`src/rtl/cpu_bus_pkg.sv`:
```
// Shared definitions for the internal CPU bus arbiter and its helpers.
package cpu_bus_pkg;

    // Default bus geometry: four requesters (fetch, load/store, DMA, debug).
    localparam int DATAWIDTH_DEF = 16;
    localparam int REQS_DEF      = 4;
    localparam int SEL_DEF       = 2;

    // Arbiter FSM states.
    typedef enum logic {
        IDLE  = 1'b0,
        GRANT = 1'b1
    } state_t;

    // Turns a requester index into a one-hot request-shaped mask.
    function automatic logic [REQS_DEF-1:0] onehot(input logic [SEL_DEF-1:0] id);
        logic [REQS_DEF-1:0] mask;
        mask     = '0;
        mask[id] = 1'b1;
        return mask;
    endfunction

endpackage

```
`src/rtl/decoder.sv`:
```
// Parameterised binary-to-one-hot decoder cell with an enable.
module decoder #(
    parameter int SELW = 2
) (
    input  logic [SELW-1:0]      sel,
    input  logic                 en,
    output logic [(1<<SELW)-1:0] dec
);

    // One bit high at the selected position, all low when disabled.
    always_comb begin
        dec = '0;
        if (en) begin
            dec[sel] = 1'b1;
        end
    end

endmodule

```
`src/rtl/mux4x1.sv`:
```
// Parameterised four-input multiplexer cell.
module mux4x1 #(
    parameter int WIDTH = 16
) (
    input  logic [WIDTH-1:0] in0,
    input  logic [WIDTH-1:0] in1,
    input  logic [WIDTH-1:0] in2,
    input  logic [WIDTH-1:0] in3,
    input  logic [1:0]       sel,
    output logic [WIDTH-1:0] y
);

    // Route the selected input straight through.
    always_comb begin
        y = in0;
        case (sel)
            2'd0:    y = in0;
            2'd1:    y = in1;
            2'd2:    y = in2;
            default: y = in3;
        endcase
    end

endmodule

```
`src/rtl/rr_pick.sv`:
```
// Combinational round-robin picker: first eligible requester at or after ptr.
module rr_pick
    import cpu_bus_pkg::*;
#(
    parameter int REQS = REQS_DEF,
    parameter int SEL  = SEL_DEF
) (
    input  logic [REQS-1:0] req,
    input  logic [REQS-1:0] exclude,
    input  logic [SEL-1:0]  ptr,
    output logic [SEL-1:0]  winner,
    output logic            any
);

    logic [REQS-1:0] eligible;
    logic [SEL-1:0]  idx;

    // Scan from ptr upward, wrapping through the SEL-bit index, and keep the first hit.
    always_comb begin
        eligible = req & ~exclude;
        winner   = '0;
        any      = 1'b0;
        idx      = ptr;
        for (int i = 0; i < REQS; i++) begin
            idx = ptr + SEL'(i);
            if (!any && eligible[idx]) begin
                winner = idx;
                any    = 1'b1;
            end
        end
    end

endmodule

```
`src/rtl/bus_arbiter_rr.sv`:
```
// Round-robin arbiter for the shared internal CPU bus with bounded tenure.
module bus_arbiter_rr
    import cpu_bus_pkg::*;
#(
    parameter int DATAWIDTH = DATAWIDTH_DEF,
    parameter int REQS      = REQS_DEF,
    parameter int SEL       = SEL_DEF,
    parameter int MAX_HOLD  = 8
) (
    input  logic                      clk,
    input  logic                      rst_n,
    input  logic [REQS-1:0]           req,
    input  logic [REQS*DATAWIDTH-1:0] req_data,
    output logic [REQS-1:0]           gnt,
    output logic [SEL-1:0]            gnt_id,
    output logic                      gnt_valid,
    output logic [DATAWIDTH-1:0]      bus_data
);

    localparam int              HOLDW     = $clog2(MAX_HOLD);
    localparam logic [HOLDW-1:0] HOLD_LAST = HOLDW'(MAX_HOLD - 1);

    state_t           state_q;
    logic [SEL-1:0]   gntId_q;
    logic             gntValid_q;
    logic [SEL-1:0]   ptr_q;
    logic [HOLDW-1:0] holdCnt_q;

    logic [REQS-1:0]      excludeMask;
    logic [SEL-1:0]       pickId;
    logic                 pickAny;
    logic                 ownerReq;
    logic [DATAWIDTH-1:0] muxOut;

    // While granted, the current owner is kept out of the search; on release its
    // request is already low, so the same picker serves release and preemption.
    always_comb begin
        excludeMask = '0;
        if (state_q == GRANT) begin
            excludeMask = REQS'(onehot(gntId_q));
        end
    end

    assign ownerReq = req[gntId_q];

    rr_pick #(
        .REQS (REQS),
        .SEL  (SEL)
    ) u_pick (
        .req     (req),
        .exclude (excludeMask),
        .ptr     (ptr_q),
        .winner  (pickId),
        .any     (pickAny)
    );

    // Arbitration FSM: release beats preemption beats keeping the current owner.
    always_ff @(posedge clk) begin
        if (!rst_n) begin
            state_q    <= IDLE;
            gntId_q    <= '0;
            gntValid_q <= 1'b0;
            ptr_q      <= '0;
            holdCnt_q  <= '0;
        end else begin
            case (state_q)
                IDLE: begin
                    if (pickAny) begin
                        state_q    <= GRANT;
                        gntId_q    <= pickId;
                        gntValid_q <= 1'b1;
                        ptr_q      <= pickId + SEL'(1);
                        holdCnt_q  <= '0;
                    end
                end
                GRANT: begin
                    if (!ownerReq) begin
                        if (pickAny) begin
                            gntId_q   <= pickId;
                            ptr_q     <= pickId + SEL'(1);
                            holdCnt_q <= '0;
                        end else begin
                            state_q    <= IDLE;
                            gntValid_q <= 1'b0;
                            holdCnt_q  <= '0;
                        end
                    end else if ((holdCnt_q == HOLD_LAST) && pickAny) begin
                        gntId_q   <= pickId;
                        ptr_q     <= pickId + SEL'(1);
                        holdCnt_q <= '0;
                    end else if (holdCnt_q != HOLD_LAST) begin
                        holdCnt_q <= holdCnt_q + HOLDW'(1);
                    end
                end
                default: begin
                    state_q    <= IDLE;
                    gntValid_q <= 1'b0;
                end
            endcase
        end
    end

    // One-hot grant comes straight from the registered ID, so it can never
    // disagree with gnt_id and is all-zero whenever no grant is held.
    decoder #(
        .SELW (SEL)
    ) u_gntDec (
        .sel (gntId_q),
        .en  (gntValid_q),
        .dec (gnt)
    );

    mux4x1 #(
        .WIDTH (DATAWIDTH)
    ) u_busMux (
        .in0 (req_data[0*DATAWIDTH +: DATAWIDTH]),
        .in1 (req_data[1*DATAWIDTH +: DATAWIDTH]),
        .in2 (req_data[2*DATAWIDTH +: DATAWIDTH]),
        .in3 (req_data[3*DATAWIDTH +: DATAWIDTH]),
        .sel (gntId_q),
        .y   (muxOut)
    );

    assign gnt_id    = gntId_q;
    assign gnt_valid = gntValid_q;
    assign bus_data  = gntValid_q ? muxOut : '0;

endmodule

```
`config.mk`:
```
export PLATFORM = sky130hd
export DESIGN_NAME = bus_arbiter_rr
export DESIGN_NICKNAME = d
export VERILOG_FILES = /design/src/rtl/cpu_bus_pkg.sv /design/src/rtl/decoder.sv /design/src/rtl/mux4x1.sv /design/src/rtl/rr_pick.sv /design/src/rtl/bus_arbiter_rr.sv
export SDC_FILE = /design/constraint.sdc
export NUM_CORES = 1
export LEC_CHECK = 0
export ABC_AREA = 1
export BUFFER_PORTS_ARGS = -buffer_cell sky130_fd_sc_hd__buf_2
export CAP_MARGIN = 20
export CORE_MARGIN = 2
export CORE_UTILIZATION = 42
export CTS_CLUSTER_DIAMETER = 100
export CTS_CLUSTER_SIZE = 30
export DETAILED_ROUTE_END_ITERATION = 8
export PLACE_DENSITY = 0.81
export SYNTH_ARGS = -nofsm -noshare
export SYNTH_HDL_FRONTEND = slang
export SYNTH_SLANG_ARGS = --single-unit
```
`constraint.sdc`:
```
create_clock -name clk -period 2.1 [get_ports clk]
set_input_delay 0.525 -clock clk [delete_from_list [all_inputs] [get_ports clk]]
set_output_delay 0.525 -clock clk [all_outputs]
set_load 0.01 [all_outputs]
```
# Word-level counts from Yosys, hierarchy flattened

Cells that the tools add are included.

Register bits after elaboration: 9
Latch bits: 0
Memory bits (writable): 0
ROM bits: 0
Bits of input ports: 70
Output and inout bits: 23
Memories kept: 0

Add/sub/neg operators: 5
$mul: 0
Div/mod/pow operators: 0
Order comparisons: 6
Equal/unequal tests: 9
Shifts and indexed selects: 0
Mux-type cells: 44
Bitwise operators: 3
Reduce and logical (&&, ||, !) cells: 11

Operators by type and width:

| operator              | count |
|---|---|
| $pmux W16 S3          | 1 |
| $mux W2               | 10 |
| $mux W16              | 1 |
| $lt A2 B3 Y1 const B  | 5 |
| $mux W1               | 15 |
| $mux W3               | 4 |
| $bmux W1 S2           | 5 |
| $mux W4               | 2 |
| $pmux W2 S2           | 2 |
| $ne A2 B2 Y1 const B  | 3 |
| $pmux W3 S2           | 1 |
| $logic_and A1 B1 Y1   | 5 |
| $add A2 B1 Y2 const B | 2 |
| $add A2 B2 Y2 const B | 2 |
| $and A4 B4 Y4         | 1 |
| $ne A4 B2 Y1 const B  | 1 |
| $not A4 Y4            | 1 |
| $pmux W1 S2           | 2 |
| $add A3 B1 Y3 const B | 1 |
| $eq A3 B3 Y1 const B  | 1 |
| $logic_not A1 Y1      | 3 |
| $ne A3 B2 Y1 const B  | 1 |
| $ne A3 B3 Y1 const B  | 1 |
| $reduce_and A3 Y1     | 1 |
| other kinds (7)       | 7 |

# Longest topological paths before layout

Gate-level depths: netlist (run 1).

Depth in word-level cells: 23
Depth in mapped cells: 16
Depth with buffers taken out: 15

# Modules after synthesis

A second synthesis (run 1) with hierarchy kept.

Cell total of the unflattened synthesis: 282
Area total of the unflattened synthesis: 1580.3 um2

By module, submodules not included:

| module         | times used | cells an instance | area an instance (um2) | seq. area each (um2) |
|---|---|---|---|---|
| bus_arbiter_rr | 1          | 120               | 706.9                  | 180.2 |
| mux4x1         | 1          | 94                | 524.3                  | 0.0 |
| rr_pick        | 1          | 60                | 319.1                  | 0.0 |
| decoder        | 1          | 8                 | 30.0                   | 0.0 |

# Least setup slack after synthesis (run 1)

Ideal clock, no wire load.

Path kind: register to output
Start: register gntId_q[1] (netlist: gnt_id[1])
End: output port bus_data[14]
Arrival: 1.527 ns
Data required time: 1.575 ns
Path slack: 0.048 ns
Stages on the path, launching flop included: 10
Path through: dfxtp_1 -> buf_6 -> buf_2 -> nand2_1 -> buf_2 -> clkinv_1 -> a221oi_1 -> nand2_1 -> o211ai_1 -> inv_1

Cells in the longest elaborated chain, start to end: 3

Ends and longest elaborated chain:

| item                                       | RTL line              | RTL |
|---|---|---|
| from (decl)                                | bus_arbiter_rr.sv:24  | `logic [SEL-1:0] gntId_q;` |
| from (signal assigned)                     | bus_arbiter_rr.sv:70  | `gntId_q <= pickId;` |
| from (signal assigned)                     | bus_arbiter_rr.sv:79  | `gntId_q <= pickId;` |
| from (signal assigned)                     | bus_arbiter_rr.sv:88  | `gntId_q <= pickId;` |
| $eq A2 B2 Y1, or another cell as far along | mux4x1.sv:16          | `case (sel)` |
| $pmux W16 S3 (*)                           | mux4x1.sv:16          |  |
| $mux W16 (*)                               | bus_arbiter_rr.sv:126 | `assign bus_data = gntValid_q ? muxOut : '0;` |
| to (decl)                                  | bus_arbiter_rr.sv:17  | `output logic [DATAWIDTH-1:0] bus_data` |

Mark *: on every way between the ends. The rest lies on a longest branch, timed or not.

# Worst setup path after layout (run 1)

Ends and elaborated chain as after synthesis.

==> flow_summary.ini, run 1 <==
[setup_path]
crit_family = buffers and inverters
arrival_ns = 1.50
critPathMaxStageDelay_ns = 0.38
path_cells = buf_12, nor2_8, buf_4, a221oi_2, nand2_1, o211ai_1, inv_1, buf_2
crit_path_end_kind = output pin
critPathMaxFanout = 8
required_ns = 1.57
start_kind = flop
critPathBufInv = 4
path_class = flop to output pin
worst-path-stages = 8
cpMaxStageDelayCell = dfxtp_4
worstRegToRegCells = 16

[pwr]
seqPwrFrac_pct = 12.9
p_leak_uw = 0.00125
switchingPower_uw = 1260
ir_drop_v = 0.000826
pwr-share-comb_pct = 81.1
clkPwrFrac_pct = 6.0
intPower_uw = 1090
swShare_pct = 53.6
powerDensity_nw_per_um2 = 1130

[place]
portBuffers = 92
place_ws_ns = 0.124
dp.cells = 379
hpwl_um = 3540
post_dp_cell_area_um2 = 1910
place.gp.congestion = 0.897

[cells_and_area]
fillCellCount = 275
nNetsFinal = 423
final_area_um2 = 2070
diodes = 0
synthToLayoutAreaGrowth_pct = 50.3
drive_above_1_share_pct = 42.0
finalNonFillerCells = 394

[clocking]
clk_pin_slew_ns = 0.07
cts_root_buffer = clkbuf_4
cts.htree.levels = 1
cts_tree = done
insertion_delay_ns = 0.26
clock_path_buffers = 2
cts_hold_buffers = 0
numCtsBuffers = 3
clkSinkCount = 9

[run_status]
outcome = completed

[synthesis]
ys_ff_latch = 9
synth.area.top_cells = nand2_1, dfxtp_1, nand3_1, inv_1, o211ai_1
synthesis.area_um2 = 1380
yosys.cell_count.top_type = nand2_1
yosys_warnings = 0
syn_inst = 244
synth_edf_count = 0
post-synth-top-area-cell = nand2_1
yosysUniqueCellTypes = 31
netlist_top_cells_count = nand2_1, nand3_1, inv_1
yosysSeqAreaShare_pct = 13.1
netlist.area_leader.share_pct = 22.6
syn-num-nets = 316
synthArstFlopShare_pct = 0
ys.flop_type = dfxtp_1
avgSynthCellArea_um2 = 5.66

[detailed_routing]
drc = 0
routed_via_density = 5.03
wire_per_inst_um = 12.0
first_pass_iters = 4
via_count = 1982
wirelength_um = 4730
antenna_left = 0
drtIter0Drc = 184

[timing]
fin_crit_sh_pct = 96.6
setup_slack_ns = 0.0715
fin_tns_setup_ns = 0
hold_violations = 0
slew-limit-headroom_pct = 79.5
drv_slew = 0
tightest_slew_ns = 0.307
fmax_ghz = 0.493
setup-violations-final = 0
clock_skew_ns = 0.00165
min_period_ns = 2.03

[job]
drv_cap = 0

[global_route]
grt_max_degree = 16
antenna_found_initial = 0
grt_usage_pct = 22.6
first_global_vias = 1676
grt_pass1_wl_um = 6700
overflow = 0

[floorplan]
dieArea_um2 = 3760
chipHeight_um = 61.3
start_util_pct = 44.8
rows = 20
core_area_um2 = 3080
die_x_um = 61.3
io_pins = 93

[hold_path]
min_path_cells = 2
hp-class = flop to flop
worst reg2reg max path, cell delays in order (launching register included):
cell     delay, ns
dfxtp_4       0.37
buf_12        0.15
nor2_4        0.15
buf_4         0.14
nand2_2       0.06
nand3_2       0.09
nand2_1       0.11
nand2_2       0.10
nand2_4       0.07
nor2_8        0.14
nand2_4       0.08
nand2_1       0.09
nand2_1       0.08
nand2_1       0.06
nand3_1       0.07
nand2_1       0.06
inv_1         0.03
per-stage QoR:
stage                     total power, uW  hold slack [ns]  util [%]
after floorplan                      1570            0.432         -
after global placement               1990            0.453      62.2
after detailed placement             2010            0.462      62.2
after CTS                            2170            0.469      63.5
after global routing                 2570            0.480      67.4
final                                2340            0.469      67.4
final timing paths:
path,from,endpoint,slack [ns]
worst min-delay path,holdCnt_q[1]$_SDFFE_PN0P_,holdCnt_q[1]$_SDFFE_PN0P_,0.47
worst max-delay path,gnt_id[1]$_SDFFE_PN0P_,bus_data[14],0.07
worst max register to register,gnt_id[1]$_SDFFE_PN0P_,ptr_q[1]$_SDFFE_PN0P_,0.18
worst min register to register,holdCnt_q[1]$_SDFFE_PN0P_,holdCnt_q[1]$_SDFFE_PN0P_,0.47
sequential cells by signal, indices dropped and copies added (netlist names):
| name | count |
|---|---|
| state_q | 1 |
| gnt_id | 2 |
| gnt_valid | 1 |
| ptr_q | 2 |
| holdCnt_q | 3 |
what timing repair did:
| action | 4_1_cts | 5_1_grt |
|---|---|---|
| gates resized for setup | 3 | 14 |
| gates cloned | 0 | 1 |
| pin swaps | 0 | 2 |
| setup buffers | 1 | 9 |
| setup endpoints to repair | 16 | 19 |
| hold endpoints to repair | 0 | 0 |
layout make-up:
class                   count  area (um^2)  area share (%)
flip-flops and latches      9          188            9.05
inverters                  35          135            6.51
multi-input cells         188         1010            48.6
well taps                  44         55.1            2.65
clock buffers               4         26.3            1.27
repair buffers            114          663            32.0
cell usage in the layout (no fill, tap or decap), drive strengths merged:
master | Yosys | final
a21oi | 8 | 8
a221oi | 1 | 1
a31oi | 1 | 1
buf | 8 | 114
clkbuf | 4 | 4
clkinvlp | 0 | 1
dfxtp | 9 | 9
ha | 2 | 2
inv | 34 | 34
nand2 | 94 | 94
nand3 | 38 | 38
nand4 | 9 | 9
nor2 | 10 | 10
nor3 | 2 | 2
o211ai | 8 | 8
o21ai | 10 | 10
o22ai | 2 | 2
or2 | 1 | 1
xnor2 | 1 | 1
xor2 | 1 | 1
cells by family after synthesis:
group | after synthesis | share of synthesized area (%)
buffers and inverters | 47 | 15.1
AOI/OAI and AO/OA | 30 | 12.9
xor gates and xnor gates | 2 | 1.27
adders and majority gates | 2 | 1.81
and+or+nand+nor | 154 | 55.8
DFF | 9 | 13.1
metal layers:
layer	vias to the layer above	part of all wire (%)	track usage, %
met5	-	0	0
met4	0	1.8	8.39
met3	12	8.9	3.57
met2	102	48	42.7
met1	867	41	25.2
li1	1001	-	-
power groups by stage:
stage	combinational, uW	clock, uW	sequential, uW
after global placement	1700	0	292
final	1900	140	302
after detailed placement	1720	0	293
after global routing	2110	151	308
after CTS	1740	140	294
after floorplan	1310	0	262
Power figures use the tool's default switching activity.
==> inputs of run 2 (changes only) <==
Settings changed: CTS_BUF_LIST set to sky130_fd_sc_hd__clkbuf_16.
==> run 2 against run 1 <==
Net effect: clock power is 140% higher; largest power group unchanged; via count decreased by 3.6%; flip-flop and latch count stayed put; sequential power hardly changed.
==> flow_summary.ini, run 2 (same netlist as run 1, synthesis figures left out) <==
[timing]
rsz0062_at_grt = true
min_period_ns = 2.00
slew-limit-headroom_pct = 80.2
drv_slew = 0
hold_violations = 0
fmax_ghz = 0.500
fin_tns_setup_ns = 0
fin_crit_sh_pct = 95.3
setup-violations-final = 0
hold_slack_ns = 0.465
tightest_slew_ns = 0.297
clock_skew_ns = 0.000971

[clocking]
cts_tree = done
cts_hold_buffers = 0
clkSinkCount = 9
cts_root_buffer = clkbuf_16
insertion_delay_ns = 0.23
clock_path_buffers = 2
cts.htree.levels = 1
numCtsBuffers = 3
clk_pin_slew_ns = 0.04

[hold_path]
min-delay-start = holdCnt_q[1]$_SDFFE_PN0P_
hp-class = flop to flop

[cells_and_area]
multi_input_area_um2 = 1000
largest_register = holdCnt_q
final_cell_mix = buf_2, nand2_1, nand3_1
regArea_um2 = 185
nNetsFinal = 415
final_common_cell = buf_2
drive_above_1_share_pct = 40.1
diodes = 0
synthToLayoutAreaGrowth_pct = 47.9
fillCellCount = 288
finalNonFillerCells = 386
largest_reg_flops = 3
final_area_um2 = 2040

[global_route]
grt_usage_pct = 22.8
antenna_found_initial = 0
first_global_vias = 1677
grt_max_degree = 16
grt_pass1_wl_um = 6710
overflow = 0

[place]
dp.cells = 379
portBuffers = 92
hpwl_um = 3540
post_dp_cell_area_um2 = 1910
place.gp.congestion = 0.897

[setup_path]
arrival_ns = 1.48
required_ns = 1.57
critPathMaxFanout = 15
startpoint = gnt_id[1]$_SDFFE_PN0P_
start_kind = flop
r2r_start = gnt_id[0]$_SDFFE_PN0P_
crit_path_end_kind = output pin
path_class = flop to output pin

[detailed_routing]
wl_met2_um = 2120
m1WireLength_um = 1880
wl_met3_um = 382
routed_via_density = 4.95
top_layer = met4
drtIter0Drc = 163
via_count = 1911
drc = 0
first_pass_iters = 4
wirelength_um = 4450
antenna_left = 0
wire_per_inst_um = 11.5

[pwr]
power_uw = 2410
p_leak_uw = 0.00123
pwr-share-comb_pct = 73.8
clkPwrFrac_pct = 13.8
powerDensity_nw_per_um2 = 1180
switchingPower_uw = 1230
intPower_uw = 1180
seqPwrFrac_pct = 12.5
ir_drop_v = 0.000921
swShare_pct = 50.9

[floorplan]
chipHeight_um = 61.3
io_pins = 93
die_x_um = 61.3
dieArea_um2 = 3760
start_util_pct = 44.8
rows = 20
core_area_um2 = 3080

[run_status]
outcome = completed

[job]
drv_cap = 0
[run 2: cell count changes in the layout (fill, tap and decap cells not counted), moves of 2 or more]
cell / change
clkbuf_16: +3
clkbuf_4: -3
buf_6: -2
buf_4: -4
[run 2: power groups by stage]
stage               clock [uW]  combinational [uW]  sequential [uW]
CTS                        340                1730              294
detailed placement           0                1720              293
finish                     332                1780              301
global placement             0                1700              292
floorplan                    0                1310              262
global route               352                1990              308
[run 2: per-stage QoR]
stage | setup WS (ns) | utilization [%]
6_report | 0.0996 | 66.3
3_5_place_dp | 0.124 | 62.2
2_1_floorplan | 0.0477 | -
3_3_place_gp | 0.205 | 62.2
5_1_grt | -0.0208 | 66.3
4_1_cts | 0.0323 | 65.1
[run 2: path summary, 6_finish.rpt]
| check | end | depth (start not counted) | slack, ns |
|---|---|---|---|
| max | bus_data[14] | 8 | 0.1 |
| min | holdCnt_q[1]$_SDFFE_PN0P_ | 2 | 0.47 |
| max reg2reg | ptr_q[1]$_SDFFE_PN0P_ | 16 | 0.21 |
| min reg2reg | holdCnt_q[1]$_SDFFE_PN0P_ | 2 | 0.47 |
[run 2: per-layer routing]
metal / vias to the layer above / GRT usage, %
li1: 990 / -
met1: 825 / 25.2
met2: 87 / 42.9
met3: 9 / 3.57
met4: 0 / 9.32
met5: - / 0
[run 2: final cells by class]
| class | instances | share of cell area (%) |
|---|---|---|
| clock buffers | 3 | 3.68 |
| clock inverters | 1 | 0.184 |
| flip-flops and latches | 9 | 9.07 |
| multi-input cells | 188 | 49.0 |
| inverters | 35 | 6.62 |
| well taps | 44 | 2.70 |
| repair buffers | 106 | 28.7 |
[run 2: timing repair]
action	CTS	global route
pin swaps	0	2
buffers inserted	1	2
gates cloned	0	0
setup endpoints to repair	4	19
gates resized for setup	2	7
[run 2: critical path, stage by stage, from the launching register on]
cell and delay, ns:
dfxtp_4 0.36, buf_12 0.16, nand2_2 0.07, clkinv_1 0.08, a221oi_1 0.20, nand2_1 0.08
o211ai_1 0.08, inv_1 0.06, buf_2 0.14
